--- src/rtl/dtree_pkg.sv ---
// Shared types and constants for the dtree classifier scheduler.
package dtree_pkg;

  typedef enum logic [1:0] {
    StIdle,
    StFeed,
    StWait,
    StHold
  } state_e;

  localparam int unsigned DefChannels = 4;
  localparam int unsigned DefFeatures = 3;

  localparam int unsigned CH_W  = $clog2(DefChannels);
  localparam int unsigned LVL_W = $clog2(DefFeatures);

  // Next round-robin position, wrapping n-1 back to 0.
  function automatic int unsigned wrap_inc(input int unsigned v, input int unsigned n);
    return (v + 32'd1 >= n) ? 32'd0 : v + 32'd1;
  endfunction

endpackage

--- src/rtl/rr_arbiter.sv ---
// Combinational round-robin arbiter: first requester at or after ptr_i, searching upward
// and wrapping.
module rr_arbiter #(
  parameter int unsigned NumReq = 4
) (
  input  logic [NumReq-1:0]         req_i,
  input  logic [$clog2(NumReq)-1:0] ptr_i,
  output logic [NumReq-1:0]         gnt_o,
  output logic [$clog2(NumReq)-1:0] idx_o,
  output logic                      valid_o
);

  localparam int unsigned IdxW = $clog2(NumReq);

  int               cand;
  logic [IdxW-1:0]  cand_idx;
  logic             found;

  always_comb begin
    gnt_o    = '0;
    idx_o    = '0;
    found    = 1'b0;
    cand     = 0;
    cand_idx = '0;
    for (int k = 0; k < int'(NumReq); k++) begin
      cand     = (int'(ptr_i) + k) % int'(NumReq);
      cand_idx = IdxW'(cand);
      if (!found && req_i[cand_idx]) begin
        found           = 1'b1;
        gnt_o[cand_idx] = 1'b1;
        idx_o           = cand_idx;
      end
    end
  end

  assign valid_o = |req_i;

endmodule

--- src/rtl/dtree_scheduler.sv ---
// Time-shares one dtree classifier between several channels: round-robin grant, feature
// streaming, bounded wait for the result, and a valid/ready result handoff.
module dtree_scheduler
  import dtree_pkg::*;
#(
  parameter int unsigned CHANNELS = DefChannels,
  parameter int unsigned FEATURES = DefFeatures,
  parameter int unsigned IN_WIDTH = 10,
  parameter int unsigned MAX_WAIT = 16
) (
  input  logic                        clk,
  input  logic                        reset,
  input  logic [CHANNELS-1:0]         req,
  input  logic [IN_WIDTH-1:0]         feat_data,
  output logic [CHANNELS-1:0]         grant,
  output logic [$clog2(FEATURES)-1:0] feat_idx,
  output logic [CHANNELS-1:0]         done,
  output logic                        dtree_start,
  output logic [IN_WIDTH-1:0]         dtree_sample,
  input  logic [$clog2(FEATURES)-1:0] dtree_level,
  input  logic [$clog2(FEATURES)-1:0] dtree_path,
  input  logic                        dtree_valid,
  output logic                        res_valid,
  input  logic                        res_ready,
  output logic [$clog2(CHANNELS)-1:0] res_channel,
  output logic [$clog2(FEATURES)-1:0] res_level,
  output logic [$clog2(FEATURES)-1:0] res_path,
  output logic                        res_timeout
);

  localparam int unsigned ChW  = $clog2(CHANNELS);
  localparam int unsigned LvlW = $clog2(FEATURES);
  localparam int unsigned CntW = $clog2(MAX_WAIT);

  state_e              state_q, state_d;
  logic [CHANNELS-1:0] grant_q, grant_d;
  logic [LvlW-1:0]     feat_idx_q, feat_idx_d;
  logic [ChW-1:0]      rr_ptr_q, rr_ptr_d;
  logic [CntW-1:0]     wait_cnt_q, wait_cnt_d;
  logic                res_valid_q, res_valid_d;
  logic [ChW-1:0]      res_channel_q, res_channel_d;
  logic [LvlW-1:0]     res_level_q, res_level_d;
  logic [LvlW-1:0]     res_path_q, res_path_d;
  logic                res_timeout_q, res_timeout_d;

  logic [CHANNELS-1:0] arb_gnt;
  logic [ChW-1:0]      arb_idx;
  logic                arb_valid;

  rr_arbiter #(
    .NumReq (CHANNELS)
  ) u_rr_arbiter (
    .req_i   (req),
    .ptr_i   (rr_ptr_q),
    .gnt_o   (arb_gnt),
    .idx_o   (arb_idx),
    .valid_o (arb_valid)
  );

  always_comb begin
    state_d       = state_q;
    grant_d       = grant_q;
    feat_idx_d    = feat_idx_q;
    rr_ptr_d      = rr_ptr_q;
    wait_cnt_d    = wait_cnt_q;
    res_valid_d   = res_valid_q;
    res_channel_d = res_channel_q;
    res_level_d   = res_level_q;
    res_path_d    = res_path_q;
    res_timeout_d = res_timeout_q;
    unique case (state_q)
      StIdle: begin
        if (arb_valid) begin
          grant_d       = arb_gnt;
          res_channel_d = arb_idx;
          feat_idx_d    = '0;
          state_d       = StFeed;
        end
      end
      StFeed: begin
        if (feat_idx_q == LvlW'(FEATURES - 1)) begin
          feat_idx_d = '0;
          wait_cnt_d = '0;
          state_d    = StWait;
        end else begin
          feat_idx_d = feat_idx_q + 1'b1;
        end
      end
      StWait: begin
        wait_cnt_d = wait_cnt_q + 1'b1;
        // A valid landing on the last allowed cycle still beats the timeout.
        if (dtree_valid) begin
          res_level_d   = dtree_level;
          res_path_d    = dtree_path;
          res_timeout_d = 1'b0;
          res_valid_d   = 1'b1;
          state_d       = StHold;
        end else if (wait_cnt_q == CntW'(MAX_WAIT - 1)) begin
          res_level_d   = '0;
          res_path_d    = '0;
          res_timeout_d = 1'b1;
          res_valid_d   = 1'b1;
          state_d       = StHold;
        end
      end
      StHold: begin
        if (res_ready) begin
          grant_d     = '0;
          res_valid_d = 1'b0;
          rr_ptr_d    = ChW'(wrap_inc(32'(res_channel_q), CHANNELS));
          state_d     = StIdle;
        end
      end
      default: state_d = StIdle;
    endcase
  end

  always_ff @(posedge clk or negedge reset) begin
    if (!reset) begin
      state_q       <= StIdle;
      grant_q       <= '0;
      feat_idx_q    <= '0;
      rr_ptr_q      <= '0;
      wait_cnt_q    <= '0;
      res_valid_q   <= 1'b0;
      res_channel_q <= '0;
      res_level_q   <= '0;
      res_path_q    <= '0;
      res_timeout_q <= 1'b0;
    end else begin
      state_q       <= state_d;
      grant_q       <= grant_d;
      feat_idx_q    <= feat_idx_d;
      rr_ptr_q      <= rr_ptr_d;
      wait_cnt_q    <= wait_cnt_d;
      res_valid_q   <= res_valid_d;
      res_channel_q <= res_channel_d;
      res_level_q   <= res_level_d;
      res_path_q    <= res_path_d;
      res_timeout_q <= res_timeout_d;
    end
  end

  // Feature path is decoded from registered state so reset clears it immediately.
  assign grant        = grant_q;
  assign feat_idx     = feat_idx_q;
  assign dtree_start  = (state_q == StFeed) && (feat_idx_q == '0);
  assign dtree_sample = (state_q == StFeed) ? feat_data : '0;
  assign done         = (state_q == StHold && res_ready) ? grant_q : '0;
  assign res_valid    = res_valid_q;
  assign res_channel  = res_channel_q;
  assign res_level    = res_level_q;
  assign res_path     = res_path_q;
  assign res_timeout  = res_timeout_q;

endmodule

--- config.mk ---
export PLATFORM = sky130hd
export DESIGN_NAME = dtree_scheduler
export DESIGN_NICKNAME = d
export VERILOG_FILES = /design/src/rtl/dtree_pkg.sv /design/src/rtl/rr_arbiter.sv /design/src/rtl/dtree_scheduler.sv
export SDC_FILE = /design/constraint.sdc
export NUM_CORES = 1
export LEC_CHECK = 0
export ABC_CLOCK_PERIOD_IN_PS = 2850
export CAP_MARGIN = 20
export CORE_MARGIN = 4
export CORE_UTILIZATION = 35
export DETAILED_ROUTE_END_ITERATION = 8
export PLACE_DENSITY = 0.65
export SLEW_MARGIN = 15
export SYNTH_ARGS = -nofsm -noshare
export SYNTH_HDL_FRONTEND = slang
export SYNTH_HIERARCHICAL = 1
export SYNTH_SLANG_ARGS = --single-unit
--- constraint.sdc ---
create_clock -name clk -period 2.85 [get_ports clk]
set_input_delay 0.57 -clock clk [delete_from_list [all_inputs] [get_ports clk]]
set_output_delay 0.57 -clock clk [all_outputs]
set_load 0.01 [all_outputs]
==> flow_summary.yaml, run 1 <==
cells_and_area:
  layout_common_cells: "clkdlybuf4s50_1, nand2_1, dfrtp_1"
  diodes: 0
  layout_commonest_cell: "clkdlybuf4s50_1"
  drive_gt1_share_pct: 10.1
  finalNonFillerCells: 280
  fin_nets: 262
  syn_to_final_growth_pct: 37.5
power:
  leakagePower_nw: 0.954
  power_density_mw_per_mm2: 1050
  peakVddDrop_uv: 402
synth:
  yosys_most_used_dff: "dfrtp_1"
  ys_async_sr_fraction_pct: 100
  yosys-top-cells-area: "dfrtp_1, ha_1, nand2_1"
  avgSynthCellArea_um2: 9.29
  synth_top_cell_by_area: "dfrtp_1"
  synth_nets: 211
  syn_inst: 178
  yosys.area.top_type_share_pct: 33.3
  synth.distinct_cells: 42
  synth_edf_count: 0
  yosysWarnings: 6
  yosysSeqAreaShare_pct: 33.3
  synth_seq_cells: 22
  synthesis.area_mm2: 0.00165
drt:
  route.vias.total: 1505
  drc: 0
  drtPass1Iterations: 5
  viasPerCell: 5.38
  drt_iter0_drc: 64
  wirelength_um: 3760
  wl_per_cell_um: 13.4
  ant_nets: 0
worst_setup_path:
  critPathKind: "in2out"
  worst_setup_path_end_kind: "primary output"
  crit_fanout: 7
  cp.required_ns: 2.28
  worst_ep_arrival_time_ns: 2.00
  start_kind: "input port"
clock_network:
  cts_tree: "yes"
  cts_root_buf: "clkbuf_8"
  ctsHoldBuffers: 0
  clk_pin_slew_ns: 0.08
  cts.repair.resized: 0
  numCtsBuffers: 3
  cts_post_setup_buffers_inserted: 0
  cts.sinks: 22
  clkLatencyLatePin_ns: 0.26
  ctsLongestPathBuffers: 2
  cts.htree.levels: 1
global_routing:
  first_global_vias: 1447
  track_usage_pct: 13.1
  grt_max_degree: 23
  antenna_found_initial: 0
  grt_overflow: 0
  grt_pass1_wl_um: 6550
sta:
  hold_violations: 0
  fmax_mhz: 390
  tightest_slew_ns: 0.411
  period_share_pct: 90.1
  fin_skew_ns: 0.00448
  rsz0062_at_grt: "no"
  finalCriticalPeriod_ns: 2.57
  drv_slew: 0
  setup_violations: 0
  relSlewSlack_pct: 72.6
  tns_ns: 0
  whs_ns: 0.469
placed_design:
  dp_cells: 276
  port_buffers: 50
  dpl.hpwl_um: 2820
  gp_congestion: 0.751
floorplan:
  die-area_mm2: 0.00589
  die_h_um: 76.7
  row_count: 24
  io_pins: 51
  start_util_pct: 36.9
  die_w_um: 76.7
  coreArea_mm2: 0.00447
status:
  status: "finished, final reports clean"
run:
  max-cap-violations: 0
min_path:
  hp-class: "reg2reg"
[final cells by class]
class,instances,area (µm²)
Clock inverter,1,30.0
Inverter,12,45.0
Tap cell,52,65.1
Clock buffer,3,41.3
Sequential cell,22,551
Timing Repair Buffer,54,531
Fill cell,428,2200
Multi-Input combinational cell,136,1010
[registers in the layout, summed over array words and instances (netlist names)]
signal	count
grant	4
wait_cnt_q	4
feat_idx	2
res_channel	2
res_level	2
res_path	2
rr_ptr_q	2
state_q	2
res_timeout	1
res_valid	1
[report_power, final]
group | total [mW] | internal (mW) | switching (mW) | leakage (nW)
registers | 0.548 | 0.444 | 0.104 | 0.280
clock network | 0.290 | 0.188 | 0.103 | 0.0357
logic | 1.54 | 0.774 | 0.768 | 0.639
total | 2.38 | 1.41 | 0.975 | 0.954
[per-stage QoR]
step	utilization [%]	power [mW]	setup slack [ns]	area [µm²]
2_1_floorplan	-	1.61	0.663	1650
3_3_place_gp	49.2	2.09	0.193	2200
3_5_place_dp	49.2	2.11	0.195	2200
4_1_cts	50.8	2.41	0.267	2270
5_1_grt	50.8	2.60	0.182	2270
6_report	50.8	2.38	0.283	2270
[worst paths after layout]
path / from / endpoint / slack (ns) / cells past startpoint
min in group asynchronous: reset / res_path[0] / 0.65 / 2
setup / recovery: res_ready / done[0] / 0.28 / 4
hold reg to reg: res_path[1] / res_path[1] / 0.47 / 2
setup reg to reg: rr_ptr_q[1] / grant[1] / 0.64 / 9
hold / removal: res_path[1] / res_path[1] / 0.47 / 2
max in group asynchronous: reset / feat_idx[0] / 1.96 / 2
[per-layer routing]
metal	global-route usage (%)	up-vias	share of wire (%)	routed length, µm
met5	0	-	0	0
met4	3.80	0	1.1	40
met3	3.28	4	6.2	233
met2	21.8	50	46	1730
met1	16.8	712	47	1760
li1	-	739	-	-
[synthesized netlist by cell type (2+ instances only)]
library cell   n
nor3_1         2
inv_1         12
o31ai_1        3
nor2_1         9
nor2b_4        2
ha_1          11
mux4_2         3
and2_1        11
nand2_1       23
clkbuf_1       2
a31oi_1        2
mux2i_1        3
mux2_2         4
nand3_1        6
nand2b_4       2
o21ai_0       16
buf_2          3
a22oi_1        9
a22o_1         5
a21oi_1        7
dfrtp_1       22
[cells by family (layout without fill, tap and decap cells)]
logic type	count (synthesis)	in the layout	synth area share (%)
AOI/OAI and AO/OA	52	52	21.7
and+or+nand+nor	62	62	21.0
buffers and inverters	20	70	5.53
adders and majority gates	11	11	8.33
DFF	22	22	33.3
muxes	11	11	10.2
[worst max-delay path: stages]
cell and delay (ns):
clkdlybuf4s50_1 0.55, nand2_1 0.19, nor2_1 0.14, clkdlybuf4s50_1 0.55
Note: power is estimated with default switching activity, not from simulation.
==> inputs of run 2 (changes only) <==
- ABC_CLOCK_PERIOD_IN_PS: 2850 -> 2600
- CORE_MARGIN: 4 -> 3
- REMOVE_ABC_BUFFERS: default -> 1
- clock period: 2.85 -> 2.6 ns (I/O delays scaled with it)
==> run 2 against run 1 <==
  * Critical path depth unchanged
  * Combinational power increased by 9.7%
  * Worst hold slack improved by 0.010 ns
  * Sequential power increased by 9.9%
  * Clock power increased by 13%
  * First-iteration DRC count increased by 77%
  * Worst setup slack got worse by 0.15 ns
  * Final cell count increased by 1.1%
  * Non-clock buffer count increased by 3
  * Register-to-register slack got worse by 0.19 ns
==> flow_summary.yaml, run 2 (synthesized netlist as in run 1, its figures left out) <==
status:
  status: "finished, final reports clean"
worst_setup_path:
  timing.rr.start: "rr_ptr_q[0]"
  r2r_cells: 9
  worst_setup_path_end_kind: "primary output"
  critPathKind: "reg2out"
  regToRegEndpoint: "grant[0]"
  start_kind: "register"
  timing.critical_path.to: "done[2]"
  crit_fanout: 7
  worst_ep_arrival_time_ns: 1.95
  cp.required_ns: 2.08
  critPathLaunch: "state_q[0]"
  r2r_slack_ns: 0.45
cells_and_area:
  fin_area_mm2: 0.00230
  fin_nets: 265
  drive_gt1_share_pct: 11.3
  layout_commonest_cell: "clkdlybuf4s50_1"
  layout_common_cells: "clkdlybuf4s50_1, nand2_1, dfrtp_1"
  finalNonFillerCells: 283
  syn_to_final_growth_pct: 38.9
  diodes: 0
  utilization_pct: 51.7
placed_design:
  dp_cells: 279
  post-place-ws_ns: 0.0520
  gp_congestion: 0.761
  placed_area_mm2: 0.00222
  dpl.hpwl_um: 2810
  port_buffers: 50
sta:
  hold_violations: 0
  fmax_mhz: 405
  rsz0062_at_grt: "no"
  finalCriticalPeriod_ns: 2.47
  drv_slew: 0
  relSlewSlack_pct: 70.2
  whs_ns: 0.479
  period_share_pct: 95.0
  tns_ns: 0
  layout_setup_ws_ns: 0.129
  tightest_slew_ns: 0.447
  setup_violations: 0
  fin_skew_ns: 0.00362
global_routing:
  track_usage_pct: 13.7
  grt_overflow: 0
  first_global_vias: 1321
  antenna_found_initial: 0
  grt_pass1_wl_um: 6050
  grt_max_degree: 23
clock_network:
  cts.sinks: 22
  cts_root_buf: "clkbuf_8"
  cts_tree: "yes"
  clkLatencyLatePin_ns: 0.27
  cts.htree.levels: 1
  clk_pin_slew_ns: 0.09
  cts_post_setup_buffers_inserted: 0
  ctsHoldBuffers: 0
  numCtsBuffers: 3
  ctsLongestPathBuffers: 2
  cts.repair.resized: 0
min_path:
  hp-class: "reg2reg"
drt:
  wl_per_cell_um: 13.0
  drc: 0
  route.vias.total: 1490
  ant_nets: 0
  drtPass1Iterations: 4
  drt_iter0_drc: 113
  wirelength_um: 3670
  viasPerCell: 5.27
floorplan:
  die_w_um: 74.7
  die_h_um: 74.7
  coreArea_mm2: 0.00444
  io_pins: 51
  start_util_pct: 37.2
  row_count: 24
  die-area_mm2: 0.00558
power:
  leakagePower_nw: 0.968
  total_power_mw: 2.62
  peakVddDrop_uv: 455
  power_density_mw_per_mm2: 1140
run:
  max-cap-violations: 0
-- run 2: cell count changes in the layout (fill, tap and decap cells not counted), sizes merged --
cell	previous run	this run
buf	4	7
-- run 2: final cells by class --
type / instances / area, µm²
fillers: 430 / 2150
multi-input cells: 136 / 1010
repair buffers: 57 / 553
flip-flops and latches: 22 / 551
well taps: 52 / 65.1
inverters: 12 / 45.0
clock buffers: 3 / 41.3
clock inverters: 1 / 30.0
-- run 2: routing by layer --
| metal | share of wire, % | wire, µm | vias to the layer above | track usage, % |
|---|---|---|---|---|
| li1 | - | - | 744 | - |
| met1 | 47 | 1740 | 696 | 19.8 |
| met2 | 47 | 1710 | 46 | 20.7 |
| met3 | 4.8 | 175 | 4 | 2.00 |
| met4 | 1.3 | 48 | 0 | 4.94 |
| met5 | 0 | 0 | - | 0 |
-- run 2: worst min-delay path by stage --
stage / from / endpoint / slack, ns / cells after the start
final: res_path[0] / res_path[0] / 0.48 / 2
after global routing: res_timeout / res_timeout / 0.51 / 2
after CTS: res_path[0] / res_path[0] / 0.48 / 2
after detailed placement: res_path[0] / res_path[0] / 0.46 / 2
after global placement: res_level[1] / res_level[1] / 0.45 / 2
after floorplan: reset / feat_idx[0] / 0.22 / 0
-- run 2: power by group --
group          switching, mW  internal (mW)  total, mW
combinational          0.843          0.852       1.69
sequential             0.115          0.486      0.602
clock                  0.122          0.206      0.328
-- run 2: worst max-delay path, stage by stage (launching register included) --
cell	delay, ns
dfrtp_1	0.41
ha_1	0.34
nand2_1	0.24
nor2_1	0.14
clkdlybuf4s50_1	0.55
==> inputs of run 3 (changes only) <==
- SYNTH_HIERARCHICAL: 1 -> default
==> run 3 against run 2 <==
  * Global-route usage rose by 1.2 points
  * Worst setup slack better by 0.035 ns
  * Largest power group unchanged
  * Combinational power barely moved
  * Critical endpoint is now dtree_start
  * Maximum frequency up 1.4%
==> flow_summary.yaml, run 3 <==
placed_design:
  dpl.hpwl_um: 2870
  post-place-ws_ns: 0.120
  port_buffers: 50
  gp_congestion: 0.779
sta:
  tightest_slew_ns: 0.573
  tns_ns: 0
  hold_violations: 0
  period_share_pct: 93.7
  relSlewSlack_pct: 61.4
  setup_violations: 0
  fmax_mhz: 410
  fin_skew_ns: 0.00455
  rsz0062_at_grt: "no"
  drv_slew: 0
  layout_setup_ws_ns: 0.163
  finalCriticalPeriod_ns: 2.44
cells_and_area:
  layout_commonest_cell: "clkdlybuf4s50_1"
  diodes: 0
  layout_common_cells: "clkdlybuf4s50_1, dfrtp_1, ha_1"
  fin_nets: 261
  drive_gt1_share_pct: 8.48
  syn_to_final_growth_pct: 39.4
run:
  max-cap-violations: 0
drt:
  viasPerCell: 5.42
  wirelength_um: 3830
  wl_per_cell_um: 13.9
  drtPass1Iterations: 4
  route.vias.total: 1497
  drc: 0
  drt_iter0_drc: 63
  ant_nets: 0
power:
  leakagePower_nw: 0.977
  combPwrFrac_pct: 65.6
  netSwitchingPower_mw: 1.07
  p_int_mw: 1.49
  power_density_mw_per_mm2: 1110
  pwr-share-clk_pct: 9.7
  switching_share_pct: 41.8
  peakVddDrop_uv: 447
  seq_power_share_pct: 24.7
floorplan:
  row_count: 24
  coreArea_mm2: 0.00444
  die_h_um: 74.7
  die_w_um: 74.7
  io_pins: 51
  die-area_mm2: 0.00558
  start_util_pct: 37.2
worst_setup_path:
  path_cells: "inv_1, ha_1, nor2b_1, nor2b_1, clkdlybuf4s50_1"
  crit_slowest_cell: "clkdlybuf4s50_1"
  cp.required_ns: 2.08
  critPathKind: "reg2out"
  start_kind: "register"
  slowest_delay_ns: 0.56
  crit_fanout: 4
  worst_ep_arrival_time_ns: 1.92
  crit_path_frequent_cell: "nor2b_1"
  worst_setup_path_end_kind: "primary output"
  r2r_cells: 6
synth:
  synth_edf_count: 0
  synthesis.area_mm2: 0.00165
  synth_seq_cells: 22
  avgSynthCellArea_um2: 9.84
  syn_inst: 168
  yosys.cell_count.top_type: "dfrtp_1"
  yosys-top-cells-area: "dfrtp_1, ha_1, and2_1"
  yosys.area.top_type_share_pct: 33.3
  yosysWarnings: 0
  yosys_most_used_dff: "dfrtp_1"
  synth.distinct_cells: 44
  synth_common_cells: "dfrtp_1, ha_1, and2_1, inv_1, nand2_1"
  ys_async_sr_fraction_pct: 100
  synth_top_cell_by_area: "dfrtp_1"
  yosysSeqAreaShare_pct: 33.3
global_routing:
  grt_overflow: 0
  track_usage_pct: 14.8
  grt_max_degree: 23
  first_global_vias: 1405
  antenna_found_initial: 0
  grt_pass1_wl_um: 6490
min_path:
  holdPathStages: 1
  hp-class: "reg2reg"
clock_network:
  cts_post_setup_buffers_inserted: 0
  ctsLongestPathBuffers: 2
  clkLatencyLatePin_ns: 0.26
  cts.htree.levels: 1
  numCtsBuffers: 3
  ctsHoldBuffers: 0
  cts.repair.resized: 0
  cts_tree: "yes"
  cts_root_buf: "clkbuf_8"
  cts.sinks: 22
  clk_pin_slew_ns: 0.08
status:
  status: "finished, final reports clean"
-- run 3: changes by cell type in the layout (fill, tap and decap cells not counted), moves of 5 or more --
cell	previous run	this run
nor2b_1	1	6
o21ai_0	16	7
a221o_1	0	5
a22oi_1	9	1
nand2_1	23	12
-- run 3: final cells by class --
cell class,count,area (µm²)
Timing Repair Buffer,59,568
Tap cell,52,65.1
Fill cell,429,2140
Clock buffer,4,55.1
Multi-Input combinational cell,127,1020
Sequential cell,22,551
Inverter,12,45.0
-- run 3: final timing paths --
kind	startpoint	to	slack (ns)
max in group asynchronous	reset	res_level[1]	1.77
max reg2reg	rr_ptr_q[0]	grant[0]	0.45
max	state_q[1]	dtree_start	0.16
min	res_path[1]	res_path[1]	0.49
min reg2reg	res_path[1]	res_path[1]	0.49
min in group asynchronous	reset	feat_idx[0]	0.60
-- run 3: cell families (layout without fill, tap and decap cells) --
family | after synthesis | in the layout | share of synthesized area, %
mux | 10 | 10 | 9.69
simple gates | 61 | 61 | 22.0
fa+ha+maj | 14 | 14 | 10.6
buf+inv | 19 | 75 | 4.92
compound gates | 41 | 41 | 18.9
flops | 22 | 22 | 33.3
xor+xnor | 1 | 1 | 0.530
-- run 3: per-layer routing --
layer  wire (µm)  track usage [%]
met2        1720             23.6
met3         187             2.94
met4          25             4.74
met5           0                0
met1        1890             20.3
-- run 3: critical path: cells and delay by family (launching register included) --
| family | cells | cell delay (ns) |
|---|---|---|
| DFF | 1 | 0.42 |
| adders and majority gates | 1 | 0.18 |
| and+or+nand+nor | 2 | 0.38 |
| buffers and inverters | 2 | 0.68 |
-- run 3: power by group through the flow --
stage | logic, mW | registers (mW) | clock network [mW]
final | 1.68 | 0.630 | 0.248
after global routing | 1.87 | 0.658 | 0.268
after CTS | 1.70 | 0.632 | 0.259
after detailed placement | 1.69 | 0.635 | 0
after global placement | 1.67 | 0.630 | 0
after floorplan | 0.974 | 0.692 | 0
-- run 3: stage by stage --
step                      instances  util (%)  hold slack (ns)  total power, mW  area [µm²]
after global routing            276      51.9            0.516             2.80        2300
after CTS                       276      51.9            0.497             2.59        2300
after detailed placement        272      50.6            0.478             2.32        2250
after floorplan                 161         -            0.224             1.67        1620
after global placement          272      50.6            0.474             2.30        2250
final                           276      51.9            0.489             2.55        2300
